### config.mk
export PLATFORM = sky130hd
export DESIGN_NAME = stage_sequencer_flat
export DESIGN_NICKNAME = d
export VERILOG_FILES = /design/src/rtl/stage_sequencer_if.sv /design/src/rtl/stage_sequencer.sv /design/src/flat_wrapper.sv
export SDC_FILE = /design/constraint.sdc
export NUM_CORES = 1
export LEC_CHECK = 0
export CELL_PAD_IN_SITES_DETAIL_PLACEMENT = 0
export CELL_PAD_IN_SITES_GLOBAL_PLACEMENT = 2
export CORE_MARGIN = 2
export CORE_UTILIZATION = 35
export DETAILED_ROUTE_END_ITERATION = 10
export PLACE_DENSITY = 0.9
export SYNTH_ARGS = -nofsm -noshare
export SYNTH_HDL_FRONTEND = slang
export SYNTH_SLANG_ARGS = --single-unit
### constraint.sdc
create_clock -name clk -period 6.8 [get_ports clk]
set_input_delay 1.7 -clock clk [delete_from_list [all_inputs] [get_ports clk]]
set_output_delay 1.7 -clock clk [all_outputs]
set_load 0.02 [all_outputs]
### src/rtl/stage_sequencer_if.sv
// Host/stage-controller side signals of the stage sequencer.
// The sequencer connects through the slave modport; the host or bench drives
// through the master modport.
interface stage_sequencer_if #(
    parameter int NUM_STAGES = 4,
    parameter int CNT_W      = 32
);
    logic                  start_pulse;
    logic                  abort;
    logic [NUM_STAGES-1:0] stage_done;
    logic [NUM_STAGES-1:0] stage_start;
    logic                  busy;
    logic                  done;
    logic                  err;
    logic                  overrun;
    logic [CNT_W-1:0]      cycle_count;

    modport master (
        output start_pulse,
        output abort,
        output stage_done,
        input  stage_start,
        input  busy,
        input  done,
        input  err,
        input  overrun,
        input  cycle_count
    );

    modport slave (
        input  start_pulse,
        input  abort,
        input  stage_done,
        output stage_start,
        output busy,
        output done,
        output err,
        output overrun,
        output cycle_count
    );
endinterface

### src/rtl/stage_sequencer.sv
// Launches NUM_STAGES pipeline stages in order, one at a time, waiting for each
// stage's done pulse. Reports completion, per-stage timeout, ignored starts and
// the run length in cycles. All outputs are registered.
//
//  state  | meaning
//  -------+---------------------------------------------------------------
//  IDLE   | no run in progress; a start_pulse begins a new run
//  LAUNCH | stage_start[idx] pulses for this cycle; wait timer is reloaded
//  WAIT   | waiting for stage_done[idx] or for the wait timer to expire
//  FINISH | done pulses for this cycle, then back to IDLE
module stage_sequencer #(
    parameter int NUM_STAGES = 4,
    parameter int TIMEOUT    = 1024,
    parameter int CNT_W      = 32
) (
    input  logic             clk,
    input  logic             rstn,
    stage_sequencer_if.slave sb
);
    localparam int IDX_W = (NUM_STAGES > 1) ? $clog2(NUM_STAGES) : 1;
    localparam int TMR_W = (TIMEOUT > 0) ? $clog2(TIMEOUT + 1) : 1;

    // The wait timer is a down-counter: reloaded with TIMEOUT-1 at launch and
    // expiring on the WAIT cycle where it reads zero, i.e. the TIMEOUT-th one.
    localparam logic [TMR_W-1:0] TMR_LOAD = (TIMEOUT > 0) ? TMR_W'(TIMEOUT - 1) : '0;
    localparam logic [IDX_W-1:0] IDX_LAST = IDX_W'(NUM_STAGES - 1);
    localparam logic [CNT_W-1:0] CNT_MAX  = '1;

    typedef enum logic [1:0] {
        IDLE   = 2'd0,
        LAUNCH = 2'd1,
        WAIT   = 2'd2,
        FINISH = 2'd3
    } state_t;

    state_t           state;
    logic [IDX_W-1:0] idx;
    logic [TMR_W-1:0] timer;
    logic             run_active;

    assign run_active = (state != IDLE);

    // Sequencing FSM with registered outputs; abort preempts every other transition.
    always_ff @(posedge clk) begin
        if (!rstn) begin
            state          <= IDLE;
            idx            <= '0;
            timer          <= '0;
            sb.stage_start <= '0;
            sb.busy        <= 1'b0;
            sb.done        <= 1'b0;
            sb.err         <= 1'b0;
            sb.overrun     <= 1'b0;
            sb.cycle_count <= '0;
        end else begin
            sb.stage_start <= '0;
            sb.done        <= 1'b0;

            // A start during a run is dropped but remembered.
            if (run_active && sb.start_pulse) begin
                sb.overrun <= 1'b1;
            end

            if (run_active && sb.abort) begin
                // cycle_count freezes at the value seen in the abort cycle.
                state   <= IDLE;
                sb.busy <= 1'b0;
            end else begin
                if (run_active && (sb.cycle_count != CNT_MAX)) begin
                    sb.cycle_count <= sb.cycle_count + 1'b1;
                end

                unique case (state)
                    IDLE: begin
                        if (sb.start_pulse) begin
                            idx               <= '0;
                            sb.cycle_count    <= '0;
                            sb.err            <= 1'b0;
                            sb.overrun        <= 1'b0;
                            sb.stage_start[0] <= 1'b1;
                            sb.busy           <= 1'b1;
                            state             <= LAUNCH;
                        end
                    end
                    LAUNCH: begin
                        timer <= TMR_LOAD;
                        state <= WAIT;
                    end
                    WAIT: begin
                        if (sb.stage_done[idx]) begin
                            if (idx == IDX_LAST) begin
                                sb.done <= 1'b1;
                                state   <= FINISH;
                            end else begin
                                idx                         <= idx + 1'b1;
                                sb.stage_start[idx + 1'b1] <= 1'b1;
                                state                       <= LAUNCH;
                            end
                        end else if ((TIMEOUT != 0) && (timer == '0)) begin
                            sb.err  <= 1'b1;
                            sb.busy <= 1'b0;
                            state   <= IDLE;
                        end else if (TIMEOUT != 0) begin
                            timer <= timer - 1'b1;
                        end
                    end
                    FINISH: begin
                        sb.busy <= 1'b0;
                        state   <= IDLE;
                    end
                    default: begin
                        state <= IDLE;
                    end
                endcase
            end
        end
    end
endmodule
### src/flat_wrapper.sv
// flat-port wrapper written by rule: the top's interface ports become plain ports
module stage_sequencer_flat 
#(
    parameter int NUM_STAGES = 4,
    parameter int TIMEOUT    = 1024,
    parameter int CNT_W      = 32
)
  (clk, rstn, sb_start_pulse, sb_abort, sb_stage_done, sb_stage_start, sb_busy, sb_done, sb_err, sb_overrun, sb_cycle_count);
  stage_sequencer_if #(.NUM_STAGES(NUM_STAGES), .CNT_W(CNT_W)) sb_i ();
  input  logic clk;
  input  logic rstn;
  input wire logic [$bits(sb_i.start_pulse)-1:0] sb_start_pulse;
  input wire logic [$bits(sb_i.abort)-1:0] sb_abort;
  input wire logic [$bits(sb_i.stage_done)-1:0] sb_stage_done;
  output wire logic [$bits(sb_i.stage_start)-1:0] sb_stage_start;
  output wire logic [$bits(sb_i.busy)-1:0] sb_busy;
  output wire logic [$bits(sb_i.done)-1:0] sb_done;
  output wire logic [$bits(sb_i.err)-1:0] sb_err;
  output wire logic [$bits(sb_i.overrun)-1:0] sb_overrun;
  output wire logic [$bits(sb_i.cycle_count)-1:0] sb_cycle_count;
  assign sb_i.start_pulse = sb_start_pulse;
  assign sb_i.abort = sb_abort;
  assign sb_i.stage_done = sb_stage_done;
  assign sb_stage_start = sb_i.stage_start;
  assign sb_busy = sb_i.busy;
  assign sb_done = sb_i.done;
  assign sb_err = sb_i.err;
  assign sb_overrun = sb_i.overrun;
  assign sb_cycle_count = sb_i.cycle_count;
  stage_sequencer #(.NUM_STAGES(NUM_STAGES), .TIMEOUT(TIMEOUT), .CNT_W(CNT_W)) u_core (.clk(clk), .rstn(rstn), .sb(sb_i));
endmodule
==> out/results.txt, run 1 <==
most frequent cells in the layout: dfxtp_1 (55), clkdlybuf4s50_1 (47), nand2_1 (33)
pin count of the biggest net entering global routing: 28
# DRC: 0
Chip Height: 98.6 um
first-pass GRT wire length: 12600 um
status: complete, no violations
syn nets: 381
Yosys top cell area share: 35.1%
Worst setup SP type: primary input
area leader, netlist: dfxtp_1
Mapped Cells: 362
H-tree levels: 2
register area: 1100 sq um
DR iter-0 viols: 80
final wirelength: 7510 um
antenna-violating nets left: 0
share of layout cells above drive strength 1: 14.2%
Clock Sinks: 55
final worst-path cycle share: 57.8%
top cells by area, synth: dfxtp_1 (35%), ha_1 (4.4%), nand4_1 (4.0%), nand2_1 (4.0%), nor2_1 (3.2%)
Ports: 48
nets: 419
CTS Buf Count: 5
fraction of registers with async set/reset: 0%
CTS max path bufs: 2
sequential area share after synthesis: 35.1%
worst r2r path cells: 6
ANT cells: 0
CTS tree: built
CP endpoint kind: register
RSZ-0062 raised after global routing: no
hold path depth: 2
Total Routing Usage GR: 15.4%
clock latency on the worst-skew pair: 310 ps
final core occ: 42.6%
Max IR drop VDD: 201 uV
vias: 2852
first-pass iteration count of the detailed router: 4
Setup Fix Bufs, Post-CTS: 0
cell count after placement: 501
gr ovfl total: 0
final hold violations: 0
Crit path arrival time: 4190 ps
Port Buffers: 47
clk root buf: clkbuf_8
total power: 979 uW
Avg Inst Size Synth: 8.66 sq um
capturing point of the worst reg2reg path: u_core.sb.cycle_count[29]
most common cell after layout, fill and taps aside: dfxtp_1
Rel. slew slack: 21.6%
area added between synthesis and finish: 18.5%
number of global-route vias before repair: 2676
Initial Utilization: 35.9%
CP max FO: 12
die area: 9730 sq um
post-route insts no fill: 509
post-cts sizing count: 0
Reg-to-Reg Start: u_core.sb.cycle_count[18]
fin area: 3710 sq um
hold buffers post-CTS: 0
post-DP HPWL: 5430 um
RePlAce Congestion: 0.778
CP Launch Point: sb_abort
Multi-input gate area: 1880 sq um
leakage: 1.18 nW
WP data required: 7050 ps
setup TNS: 0 ps
worst setup path class: primary input to register
wire per inst: 14.7 um
Clock transition at path regs: 100 ps
Final Skew: 8.74 ps
FF-to-FF setup slack: 3600 ps
die width: 98.6 um
register bit total from synthesis: 55
Distinct cells, synth: 59
Fillers: 894
routed vias/inst: 5.60
Max Cap Viol: 0
EDFF count, synth: 0
Cell Pwr Density: 264 nW/um^2
hold crit path type: register to register
final-report max-slew violation count: 0
Fmax: 254 MHz
synthesis warning total: 0
Setup-failing EPs final: 0
initial antenna violation count: 0
Final Critical Period: 3930 ps
Cell Area, Synth: 3130 sq um
Top FF cell, synth: dfxtp_1
Site Rows: 34
total core area: 8720 sq um
placed cell areas: 3630 sq um
Worst Tran Pin Value: 1170 ps
[area by class of cell]
cell class                 instances  share of cell area, %
clock buffer                       7                   2.06
clock inverter                     1                  0.135
inverter                           9                  0.910
multi-input combinational        280                   50.5
sequential                        55                   29.6
tap                              108                   3.64
timing repair buffer              49                   13.1
[Yosys cell counts (3+ instances only)]
cell       n
a21oi_1   16
clkbuf_1  10
nand3_1   10
mux2i_1    3
nor2_1    27
a21oi_2   10
o21ai_1    4
or4_2      5
dfxtp_1   55
or3_1     10
and4_1     5
buf_2      3
a31oi_1    6
or3_2     10
mux2_2     4
nand2_1   33
ha_1      11
o21ai_2   11
or4_1     10
o21a_1     5
nor3_1    10
and2_1     6
nor4_1     4
inv_1      9
nand2b_1   7
nand4_1   20
o31ai_1    9
o21ai_0    9
[flip-flops by register name, summed over array words and instances (netlist names), named ones only]
signal,flops
u_core.idx,2
u_core.sb.busy,1
u_core.sb.cycle_count,32
u_core.sb.done,1
u_core.sb.err,1
u_core.sb.stage_start,4
u_core.state,2
u_core.timer,11
[worst max-delay path, cell delays in order]
cell and delay, ps:
clkdlybuf4s50_1 530, or2_2 440, nor3_1 400, o2111ai_1 350, or4_2 610, a21oi_1 150
[cells by family (layout without fill, tap and decap cells)]
| group | count (synthesis) | in the layout | share of synthesized area [%] |
|---|---|---|---|
| AO/OA/AOI/OAI | 92 | 92 | 21.5 |
| flip-flops | 55 | 55 | 35.1 |
| adder cells (fa/ha/maj) | 11 | 11 | 4.39 |
| AND/OR/NAND/NOR | 168 | 168 | 30.6 |
| buffers and inverters | 27 | 66 | 4.99 |
| XOR/XNOR | 1 | 1 | 0.279 |
| multiplexers | 8 | 8 | 3.11 |
[per-layer routing]
| metal | track usage [%] | part of all wire (%) |
|---|---|---|
| met1 | 20.3 | 48 |
| met2 | 27.1 | 48 |
| met3 | 2.34 | 2.9 |
| met4 | 2.85 | 0.76 |
| met5 | 0 | 0 |
[metrics by stage]
stage | hold WS (ps) | worst slack [ps]
floorplan | 456 | 3450
CTS | 488 | 2890
global route | 517 | 2700
global placement | 456 | 2600
detailed placement | 464 | 2570
finish | 479 | 2870
[worst max-delay path by stage]
stage	depth (start not counted)	end	slack (ps)
floorplan	5	u_core.sb.cycle_count[30]	3450
global placement	6	u_core.sb.cycle_count[30]	2600
detailed placement	6	u_core.sb.cycle_count[30]	2570
CTS	6	u_core.sb.cycle_count[30]	2890
global route	6	u_core.sb.cycle_count[30]	2700
finish	6	u_core.sb.cycle_count[30]	2870
[power breakdown]
group / internal, mW / leakage (nW) / switching, mW
combinational: 0.151 / 0.687 / 0.244
sequential: 0.363 / 0.446 / 0.0397
clock: 0.0727 / 0.0422 / 0.108
(Power assumes the default switching activity.)
==> run 2: changes to the inputs <==
CORE_UTILIZATION = 29   (was 35)
PLACE_DENSITY = 0.8   (was 0.9)
clock period = 3.2 ns   (was 6.8 ns; I/O delays follow)
==> out/results.txt, run 2 (synthesis gave the netlist of run 1 again) <==
status: complete, no violations
CP max FO: 16
RSZ-0062 raised after global routing: no
largest registers: u_core.sb.cycle_count: 32 flops, u_core.timer: 11 flops, u_core.sb.stage_start: 4 flops
Clock Sinks: 55
RePlAce Congestion: 0.780
worst r2r path cells: 6
ANT cells: 0
initial antenna violation count: 0
final-report max-slew violation count: 0
H-tree levels: 2
Final Critical Period: 2610 ps
Clock transition at path regs: 100 ps
post-cts sizing count: 0
CTS Buf Count: 5
cell count after placement: 539
setup TNS: 0 ps
CP endpoint kind: register
final wirelength: 8220 um
total power: 2.17 mW
die area: 11700 sq um
clock latency on the worst-skew pair: 310 ps
share of layout cells above drive strength 1: 16.5%
gr ovfl total: 0
Site Rows: 37
antenna-violating nets left: 0
final worst-path cycle share: 81.5%
pin count of the biggest net entering global routing: 32
hold path depth: 2
Setup Fix Bufs, Post-CTS: 0
Critical Path, Cell by Cell: clkdlybuf4s50_1 -> mux2_2 -> o221ai_1 -> o311ai_4 -> or4_1 -> a211oi_1
WP data required: 3430 ps
FF-to-FF setup slack: 680 ps
CTS max path bufs: 2
area added between synthesis and finish: 22.6%
Port Buffers: 47
final hold violations: 0
most common cell after layout, fill and taps aside: dfxtp_1
Cell Pwr Density: 564 nW/um^2
Hold WS: 501 ps
die width: 108 um
placed cell areas: 3740 sq um
clk root buf: clkbuf_8
Ports: 48
total core area: 10400 sq um
Hold Crit Start: u_core.sb.cycle_count[5]
largest reg by FF count: u_core.sb.cycle_count
hold crit path type: register to register
Worst Tran Pin Value: 620 ps
Chip Height: 108 um
Initial Utilization: 30.1%
Rel. slew slack: 58.6%
routed vias/inst: 5.27
Crit path arrival time: 2840 ps
fin area: 3840 sq um
most frequent cells in the layout: dfxtp_1 (55), clkdlybuf4s50_1 (47), nand2_1 (33)
max FFs per register: 32
CTS tree: built
vias: 2884
nets: 429
leakage: 1.23 nW
post-route insts no fill: 547
Largest stage delay, worst path: 510 ps
slowest CP cell: or4_1
Fillers: 1104
hold buffers post-CTS: 0
Total Routing Usage GR: 14.6%
number of global-route vias before repair: 2765
capturing point of the worst reg2reg path: u_core.sb.cycle_count[12]
Fmax: 383 MHz
Setup-failing EPs final: 0
post-DP HPWL: 5850 um
# DRC: 0
DR iter-0 viols: 74
Max IR drop VDD: 361 uV
Final Skew: 6.40 ps
first-pass GRT wire length: 13800 um
Worst setup SP type: primary input
worst setup path class: primary input to register
wire per inst: 15.0 um
WHS Endpoint: u_core.sb.cycle_count[5]
Reg-to-Reg Start: u_core.sb.cycle_count[18]
Max Cap Viol: 0
first-pass iteration count of the detailed router: 4
## run 2: changes by cell type in the layout (fill, tap and decap cells not counted)
| cell | change |
|---|---|
| buf_4 | +10 |
| clkbuf_8 | +2 |
| clkbuf_1 | -1 |
| clkinv_2 | -1 |
## run 2: worst max-delay path by stage
stage / slack (ps) / startpoint / depth (start not counted) / to
final: 590 / sb_stage_done[2] / 6 / u_core.timer[10]
after global routing: 450 / sb_stage_done[2] / 6 / u_core.timer[10]
after CTS: 590 / sb_stage_done[2] / 6 / u_core.timer[10]
after detailed placement: 260 / sb_stage_done[2] / 6 / u_core.timer[10]
after global placement: 330 / sb_stage_done[3] / 6 / u_core.timer[10]
after floorplan: 750 / sb_abort / 5 / u_core.sb.cycle_count[30]
## run 2: stage by stage
step	util (%)	worst slack (ps)
final	36.9	591
after global routing	36.9	446
after CTS	36.9	589
after detailed placement	35.9	265
after global placement	35.9	329
after floorplan	-	754
## run 2: critical path: cells and delay by family
family,cells,cell delay (ps)
AND/OR/NAND/NOR,1,510
AO/OA/AOI/OAI,3,790
buffers and inverters,1,430
multiplexers,1,300
## run 2: cell type report
cell class | instances | area, sq um | share of cell area, %
multi-input combinational | 280 | 1880 | 48.8
sequential | 55 | 1100 | 28.7
timing repair buffer | 59 | 561 | 14.6
tap | 136 | 170 | 4.43
clock buffer | 8 | 100 | 2.61
inverter | 9 | 33.8 | 0.879
## run 2: metal layers
metal	track usage [%]	share of wire [%]
met5	0	0
met4	1.65	0.32
met3	3.32	3.4
met2	23.8	46
met1	20.5	50
## run 2: power by group
| group | switching [mW] | internal (mW) |
|---|---|---|
| logic | 0.534 | 0.336 |
| registers | 0.0895 | 0.772 |
| clock network | 0.238 | 0.199 |
| total | 0.861 | 1.31 |
==> run 3: changes to the inputs <==
CORE_UTILIZATION = 33   (was 29)
PLACE_DENSITY = 0.86   (was 0.8)
clock period = 2.68 ns   (was 3.2 ns; I/O delays follow)
==> out/results.txt, run 3 (synthesis gave the netlist of run 1 again) <==
status: complete, no violations
Setup-failing EPs final: 0
max FFs per register: 32
setup TNS: 0 ps
Critical Path, Cell by Cell: inv_1 -> ha_1 -> or4b_2 -> or4_1 -> nand2_1 -> a31oi_1 -> a311oi_1
Final Critical Period: 2460 ps
internal power: 1.59 mW
CTS max path bufs: 2
RePlAce Congestion: 0.782
DR top layer: met4
Worst setup SP type: register
Ports: 48
final wirelength: 7940 um
die area: 10300 sq um
Clock power frac: 19.3%
Site Rows: 35
nets: 438
pin count of the biggest net entering global routing: 27
WP data required: 2910 ps
met2 wire length: 3720 um
ANT cells: 0
post-route insts no fill: 549
Rel. slew slack: 72.2%
Initial Utilization: 33.9%
final core occ: 42.5%
cell count after placement: 541
slowest CP cell: or4b_2
Comb pwr share: 41.8%
fin area: 3930 sq um
CP endpoint kind: register
DR iter-0 viols: 103
share of layout cells above drive strength 1: 18.6%
Net Switching: 1.05 mW
gr ovfl total: 0
# DRC: 0
post-cts sizing count: 0
wire length on met1: 3860 um
pre-CTS setup slack: -1.50 ps
hold buffers post-CTS: 0
met3 WL: 315 um
final-report max-slew violation count: 0
hold crit path type: register to register
Hold WS: 499 ps
Sw Ratio: 39.8%
leakage: 1.28 nW
most common cell after layout, fill and taps aside: dfxtp_1
Max IR drop VDD: 675 uV
Worst Tran Pin Value: 413 ps
final hold violations: 0
worst setup path class: register to register
worst r2r path cells: 7
final worst-path cycle share: 91.8%
Setup Fix Bufs, Post-CTS: 0
hold path depth: 2
Max Cap Viol: 0
CP max FO: 6
CTS tree: built
Largest stage delay, worst path: 640 ps
routed vias/inst: 5.35
Fmax: 407 MHz
die width: 101 um
total core area: 9240 sq um
vias: 2936
clock latency on the worst-skew pair: 320 ps
Chip Height: 101 um
first-pass iteration count of the detailed router: 4
Clock Sinks: 55
H-tree levels: 2
Final Skew: 16.8 ps
largest registers: u_core.sb.cycle_count: 32 flops, u_core.timer: 11 flops, u_core.sb.stage_start: 4 flops
clk root buf: clkbuf_8
CTS Buf Count: 5
largest reg by FF count: u_core.sb.cycle_count
area added between synthesis and finish: 25.2%
total power: 2.64 mW
first-pass GRT wire length: 13400 um
antenna-violating nets left: 0
most frequent cells in the layout: dfxtp_1 (55), clkdlybuf4s50_1 (47), nand2_1 (33)
placed cell areas: 3830 sq um
Crit path arrival time: 2680 ps
post-DP HPWL: 5820 um
wire per inst: 14.5 um
sequential share of power: 38.8%
Port Buffers: 47
initial antenna violation count: 0
number of global-route vias before repair: 2741
Cell Pwr Density: 673 nW/um^2
Clock transition at path regs: 110 ps
worst setup margin: 221 ps
RSZ-0062 raised after global routing: no
Total Routing Usage GR: 16.0%
-- run 3: changes by cell type in the layout (fill, tap and decap cells not counted) --
cell / before / now
clkbuf_8: 7 / 6
buf_12: 0 / 2
clkinv_4: 0 / 1
clkbuf_1: 1 / 0
clkinvlp_4: 0 / 1
buf_4: 12 / 19
-- run 3: routing by layer --
layer | track usage (%) | vias up
met3 | 2.76 | 5
li1 | - | 1497
met2 | 27.8 | 53
met5 | 0 | -
met4 | 2.18 | 0
met1 | 21.4 | 1381
-- run 3: final timing paths --
kind | start | to | slack [ps]
min | u_core.sb.cycle_count[5] | u_core.sb.cycle_count[5] | 500
max | u_core.timer[0] | u_core.state[1] | 220
max reg2reg | u_core.timer[0] | u_core.state[1] | 220
min reg2reg | u_core.sb.cycle_count[5] | u_core.sb.cycle_count[5] | 500
-- run 3: power groups by stage --
stage               Sequential (mW)  Combinational [mW]  Clock [mW]
CTS                            1.02                1.11       0.539
detailed placement             1.04                1.11           0
floorplan                      1.04               0.764           0
global route                   1.04                1.24       0.571
finish                         1.03                1.11       0.511
global placement               1.04                1.10           0
-- run 3: area by class of cell --
| cell class | instances | area (sq um) |
|---|---|---|
| inverter | 9 | 33.8 |
| timing repair buffer | 68 | 653 |
| multi-input combinational | 280 | 1880 |
| clock inverter | 2 | 16.3 |
| sequential | 55 | 1100 |
| fill | 934 | 5320 |
| clock buffer | 6 | 82.6 |
| tap | 129 | 161 |
-- run 3: critical path: cells and delay by family, from the launching register on --
family | cells | cell delay, ps
adder cells (fa/ha/maj) | 1 | 150
AO/OA/AOI/OAI | 2 | 340
flip-flops | 1 | 330
AND/OR/NAND/NOR | 3 | 1440
buffers and inverters | 1 | 110
